==> src/rtl/axi_stream_rr_arbiter.sv <==
// Packet-aware round-robin merge of NUM_PORTS valid/ready streams onto one forward-registered output.
// A grant is held from the first beat until the granted port's last beat is accepted.
module axi_stream_rr_arbiter #(
   parameter int NUM_PORTS  = 4,
   parameter int DATA_WIDTH = 32,
   parameter int ID_WIDTH   = 2
) (
   input  logic                            clk,
   input  logic                            reset,
   input  logic [NUM_PORTS-1:0]            s_axi_valid,
   output logic [NUM_PORTS-1:0]            s_axi_ready,
   input  logic [NUM_PORTS*DATA_WIDTH-1:0] s_axi_data,
   input  logic [NUM_PORTS-1:0]            s_axi_last,
   output logic                            m_axi_valid,
   input  logic                            m_axi_ready,
   output logic [DATA_WIDTH-1:0]           m_axi_data,
   output logic                            m_axi_last,
   output logic [ID_WIDTH-1:0]             m_axi_port,
   output logic                            busy
);

   typedef enum logic {IDLE, BUSY} state_t;

   state_t                  state, state_nxt;
   logic [ID_WIDTH-1:0]     grant, grant_nxt;
   logic [ID_WIDTH-1:0]     rr_ptr, rr_ptr_nxt;
   logic [ID_WIDTH-1:0]     pick;
   logic [ID_WIDTH:0]       pick_sum;
   logic [2*NUM_PORTS-1:0]  valid_dbl;
   logic [NUM_PORTS-1:0]    valid_rot;
   logic                    out_free;
   logic                    accept;
   logic                    sel_last;
   logic [DATA_WIDTH-1:0]   sel_data;

   assign out_free = ~m_axi_valid | m_axi_ready;
   assign busy     = (state == BUSY);

   always_comb begin
      sel_data    = '0;
      sel_last    = 1'b0;
      s_axi_ready = '0;
      for (int i = 0; i < NUM_PORTS; i++) begin
         if (grant == ID_WIDTH'(i)) begin
            sel_data       = s_axi_data[i*DATA_WIDTH +: DATA_WIDTH];
            sel_last       = s_axi_last[i];
            // held low while reset is asserted so no beat is taken mid-reset
            s_axi_ready[i] = busy & out_free & ~reset;
         end
      end
   end

   assign accept = |(s_axi_valid & s_axi_ready);

   // rotate valids so bit 0 is the port at rr_ptr; lowest set bit wins
   assign valid_dbl = {s_axi_valid, s_axi_valid} >> rr_ptr;
   assign valid_rot = valid_dbl[NUM_PORTS-1:0];

   always_comb begin
      pick_sum = {1'b0, rr_ptr};
      for (int j = NUM_PORTS - 1; j >= 0; j--) begin
         if (valid_rot[j]) begin
            pick_sum = {1'b0, rr_ptr} + (ID_WIDTH+1)'(j);
         end
      end
      if (pick_sum >= (ID_WIDTH+1)'(NUM_PORTS)) begin
         pick_sum = pick_sum - (ID_WIDTH+1)'(NUM_PORTS);
      end
      pick = pick_sum[ID_WIDTH-1:0];
   end

   always_comb begin
      state_nxt  = state;
      grant_nxt  = grant;
      rr_ptr_nxt = rr_ptr;
      case (state)
         IDLE: begin
            if (|s_axi_valid) begin
               state_nxt = BUSY;
               grant_nxt = pick;
            end
         end
         BUSY: begin
            if (accept && sel_last) begin
               state_nxt  = IDLE;
               rr_ptr_nxt = (grant == ID_WIDTH'(NUM_PORTS - 1)) ? '0 : grant + 1'b1;
            end
         end
         default: state_nxt = IDLE;
      endcase
   end

   always_ff @(posedge clk) begin
      if (reset) begin
         state  <= IDLE;
         grant  <= '0;
         rr_ptr <= '0;
      end else begin
         state  <= state_nxt;
         grant  <= grant_nxt;
         rr_ptr <= rr_ptr_nxt;
      end
   end

   always_ff @(posedge clk) begin
      if (reset) begin
         m_axi_valid <= 1'b0;
         m_axi_data  <= '0;
         m_axi_last  <= 1'b0;
         m_axi_port  <= '0;
      end else if (out_free) begin
         if (accept) begin
            m_axi_valid <= 1'b1;
            m_axi_data  <= sel_data;
            m_axi_last  <= sel_last;
            m_axi_port  <= grant;
         end else begin
            m_axi_valid <= 1'b0;
         end
      end
   end

endmodule

==> config.mk <==
export PLATFORM = sky130hd
export DESIGN_NAME = axi_stream_rr_arbiter
export DESIGN_NICKNAME = d
export VERILOG_FILES = /design/src/rtl/axi_stream_rr_arbiter.sv
export SDC_FILE = /design/constraint.sdc
export NUM_CORES = 1
export LEC_CHECK = 0
export ABC_AREA = 0
export BUFFER_PORTS_ARGS = -buffer_cell sky130_fd_sc_hd__buf_2
export CAP_MARGIN = 25
export CORE_ASPECT_RATIO = 0.9
export CORE_MARGIN = 10
export CORE_UTILIZATION = 30
export DETAILED_ROUTE_END_ITERATION = 6
export PLACE_DENSITY = 0.67
export SLEW_MARGIN = 20
export SYNTH_ARGS = -nofsm -noshare
export SYNTH_HDL_FRONTEND = slang
export SYNTH_SLANG_ARGS = --single-unit
==> constraint.sdc <==
create_clock -name clk -period 2.1 [get_ports clk]
set_input_delay 0.42 -clock clk [delete_from_list [all_inputs] [get_ports clk]]
set_output_delay 0.42 -clock clk [all_outputs]
set_load 0.005 [all_outputs]
# Word level (Yosys, flattened, before mapping)
# Cells that the tools add are included.
# word_totals
output_inout_bits,41
register_bits,41
elab_cells,53
input_bits,139
# op_classes
n_lt_le_gt_ge,1
n_shift,1
bitwise,7
reduce_logical,7
n_eq_ne,3
mux,22
n_addsub,5
# op_table
operator,n
2-to-1 mux 32 bit,4
2-to-1 mux 3 bit,4
2-to-1 mux 1 bit,11
OR reduction 4 bit,2
right shift 8 x 2 -> 4 bit,1
"adder 2 x 2 -> 3 bit, second input constant",2
AND reduction 2 bit,3
AND 4 bit,1
"== test 2 bit, second input constant",2
2-to-1 mux 2 bit,2
"adder 2 x 1 -> 3 bit, second input constant",1
"greater-or-equal comparator 3 bit, second input constant",1
inverter 1 bit,3
"adder 2 x 1 -> 2 bit, second input constant",1
AND 1 bit,2
"== test 2 x 1 -> 1 bit, second input constant",1
logical NOT 2 bit,1
case mux 1 bit (2 select lines),1
"subtractor 2 x 1 -> 2 bit, second input constant",1
logical AND 1 bit,1
OR 1 bit,1

# Depth between registers and ports, before layout
# depth
depth_word,10
mapped_depth,9
depth_no_buf,6

# Least setup slack after synthesis
# OpenSTA, ideal clock, no wires.
# synth_path
path_type,register to register
start,reg grant[0]
end,reg rr_ptr[0]
period_less_slack_ns,1.951
path_buffers,1
path_stages_with_launch,8
required_time_ns,1.977
path_slack_ns,0.149
setup_ns,0.123
t_arrival_ns,1.828
path_cell_list,dfxtp_1 inv_1 ha_1 nor2b_1 clkbuf_1 a22o_1 o311ai_1 mux2_1
# synth_between
elab_chain_cells,7
word_cells_on_any_way,18
cone_classes,1 x add/sub; 3 x eq/ne; 9 x mux; 1 x bitwise; 4 x reduce/logical
# synth_lines
element,line,rtl
"start, declared",25,"logic [ID_WIDTH-1:0] grant, grant_nxt;"
"start signal, assigned",100,grant <= grant_nxt;
logical NOT 2 bit,44,if (grant == ID_WIDTH'(i)) begin
2-to-1 mux 1 bit (4 in a row),44,
logical AND 1 bit,84,if (accept && sel_last) begin
AND reduction 2 bit (no source line),-,
"end signal, assigned",101,rr_ptr <= rr_ptr_nxt;
"end, declared",26,"logic [ID_WIDTH-1:0] rr_ptr, rr_ptr_nxt;"
# Several ways; a longest one is shown, not always the timed one.
# A chain may end at the register's enable or synchronous reset.

# Worst setup path after layout
# layout_path
start,reg grant[0]
end,reg m_axi_data[6]
# layout_between
elab_chain_cells,5
word_cells_on_any_way,15
cone_classes,3 x eq/ne; 8 x mux; 1 x bitwise; 3 x reduce/logical
# layout_lines
element,line,rtl
"== test 2 x 1 -> 1 bit, or another cell as far along",44,
2-to-1 mux 1 bit / 2-to-1 mux 32 bit (equally long branches),44,
AND 4 bit / 2-to-1 mux 32 bit (equally long branches),"53, 44",
OR reduction 4 bit / 2-to-1 mux 32 bit (equally long branches),"53, 44",
AND reduction 2 bit (no source line) / 2-to-1 mux 32 bit (equally long branches),-,
"end signal, assigned",114,m_axi_data <= sel_data;
"end, declared",16,"output logic [DATA_WIDTH-1:0] m_axi_data,"
# Several ways; a longest one is shown, not always the timed one.

==> results.txt <==
outcome - completed
vias per cell - 5.284
Worst Tran Pin Value - 0.4624 ns
gr usage total - 15.58%
CP max FO - 35
Detail Route Antenna Nets - 0
Setup Fix Bufs, Post-CTS - 0
H-tree depth - 2
PnR Total Power - 2.190 mW
Clk Latency, worst-skew pair - 0.29 ns
Ys Warns - 0
Critical Path RT - 2.30 ns
Synth Cell Area - 0.002549 mm^2
clk_skew - 0.005234 ns
Clock Sinks - 41
initial antenna violation count - 0
Finished Core Util - 45.81%
layout net count - 634
CTS clk-pin slew, worst paths - 0.08 ns
DRC Markers - 0
max-slew violations - 0
Max-slew headroom - 68.89%
Final period util - 96.67%
asr flop ratio synth - 0%
crit end category - register
post-route insts no fill - 591
num ports - 180
Worst Setup Start Kind - register
row cnt - 31
pre-CTS setup slack - -0.04270 ns
Worst VDD drop - 400.3 uV
Final min period - 2.030 ns
Die W - 117.2 um
crit path kind - reg -> reg
Final setup viols - 0
number of enable flip-flop cells after synthesis - 0
CTS Buf Count - 5
Iter 0 DRT Violations - 143
vias in the first global route - 3270
first-pass detailed-route iteration total - 4
gp weighted congestion - 0.8398
hold slack - 0.3971 ns
Post-synth top flop - dfxtp_1
Syn Nets - 468
dpl hpwl - 8020 um
TritonCTS clock tree - yes
via count of the routed design - 3123
fill count - 833
Ant. Diodes - 0
fmax - 492.6 MHz
Clock Path Buffers - 2
Die H - 107.4 um
grt ovf - 0
final hold violations - 0
count leader, synth - nor2_1
post-synth top area share - 32.20%
Root Buffer - clkbuf_8
Final WS setup - 0.06984 ns
distinct cell type count after synthesis - 27
final wirelength - 10520 um
main area contributors after synthesis - dfxtp_1, a221oi_1, a311oi_1, a211o_1, nor2_1
drt wl/cell - 17.79 um
share of cells above drive strength 1 - 43.09%
HP Class - in -> reg
static leakage - 1.841 nW
Synth top cells by count - nor2_1, dfxtp_1, inv_1
Initial Utilization - 31.29%
dpl cells - 582
global-route wire length before repair - 15950 um
Seq cells post-synth - 41
max_cap viols - 0
largest net degree at the start of global routing - 37
Syn Inst Count - 325
area delta synth->final - 46.39%
CP arrival - 2.23 ns
sequential-to-total area share from yosys stat - 32.20%
synthesized area per cell - 7.842 um^2
Pwr Density - 587.0 mW/mm^2
Yosys top cell by area - dfxtp_1
total core area - 0.008145 mm^2
port bufs - 179
die area - 0.01259 mm^2
==> final timing paths <==
check | start | slack, ns | depth (start not counted) | endpoint
max | grant[0] | 0.07 | 7 | m_axi_data[6]
min reg2reg | m_axi_last | 0.48 | 2 | m_axi_last
min | s_axi_data[116] | 0.40 | 3 | m_axi_data[20]
max reg2reg | grant[0] | 0.07 | 7 | m_axi_data[6]
==> flip-flops by register name (all words and copies together) (netlist names) <==
signal and count:
m_axi_port 2, busy 1, rr_ptr 2, grant 2
m_axi_data 32, m_axi_last 1, m_axi_valid 1
==> repair_timing <==
item                                    4_1_cts  5_1_grt
gates cloned                                  0        1
hold buffers                                  0        0
endpoints found under the setup margin       11       38
gates resized for setup                       1       13
==> cells by family (layout without fill, tap and decap cells) <==
family          Yosys count  in the layout  synth area share (%)
flops                    41             41                 32.20
mux                       4              4                 1.669
fa+ha+maj                 4              4                 1.964
buf+inv                  71            238                 11.00
compound gates          113            113                 37.90
simple gates             92             92                 15.27
==> routing by layer <==
| layer | part of all wire (%) | up-vias | global-route usage [%] |
|---|---|---|---|
| li1 | - | 1533 | - |
| met1 | 41 | 1439 | 17.58 |
| met2 | 49 | 137 | 26.85 |
| met3 | 8.8 | 14 | 5.630 |
| met4 | 1.5 | 0 | 4.409 |
| met5 | 0 | - | 0 |
==> stage by stage <==
step / cell area (um^2) / setup TNS [ns]
3_5_place_dp: 3561 / -0.07439
5_1_grt: 3731 / -0.01255
2_1_floorplan: 2549 / 0
6_report: 3731 / 0
3_3_place_gp: 3561 / 0
4_1_cts: 3681 / -0.02221
==> layout make-up <==
cell class	count	area [um^2]	area share, %
multi-input combinational	213	1484	39.77
timing repair buffer	194	1049	28.10
sequential	41	823.3	22.07
clock buffer	7	86.33	2.314
tap	99	123.9	3.320
inverter	36	135.1	3.622
clock inverter	1	30.03	0.8048
==> cells in the final DEF, fill, tap and decap left out, drive strengths merged, types with 3 or more instances in the layout <==
cell and instances:
buf 194, nand2 32, a221oi 32, clkbuf 7, dfxtp 41, o21ai 4, a211o 31, a311oi 32
a21oi 6, and2 5, ha 4, nor2b 8, nor2 42, a22oi 3, inv 36
==> where the power goes <==
| group | total, mW | internal (mW) | switching [mW] |
|---|---|---|---|
| Clock | 0.668 | 0.388 | 0.280 |
| Combinational | 0.665 | 0.344 | 0.321 |
| Sequential | 0.857 | 0.827 | 0.0297 |
| Total | 2.19 | 1.56 | 0.631 |
==> critical path, cell delays in order (launching register included) <==
cell,delay [ns]
dfxtp_2,0.42
ha_2,0.25
a22oi_1,0.13
a2111oi_4,0.40
buf_4,0.20
buf_12,0.19
nor2_1,0.08
a311oi_2,0.27
Note: power is estimated with default switching activity, not from simulation.
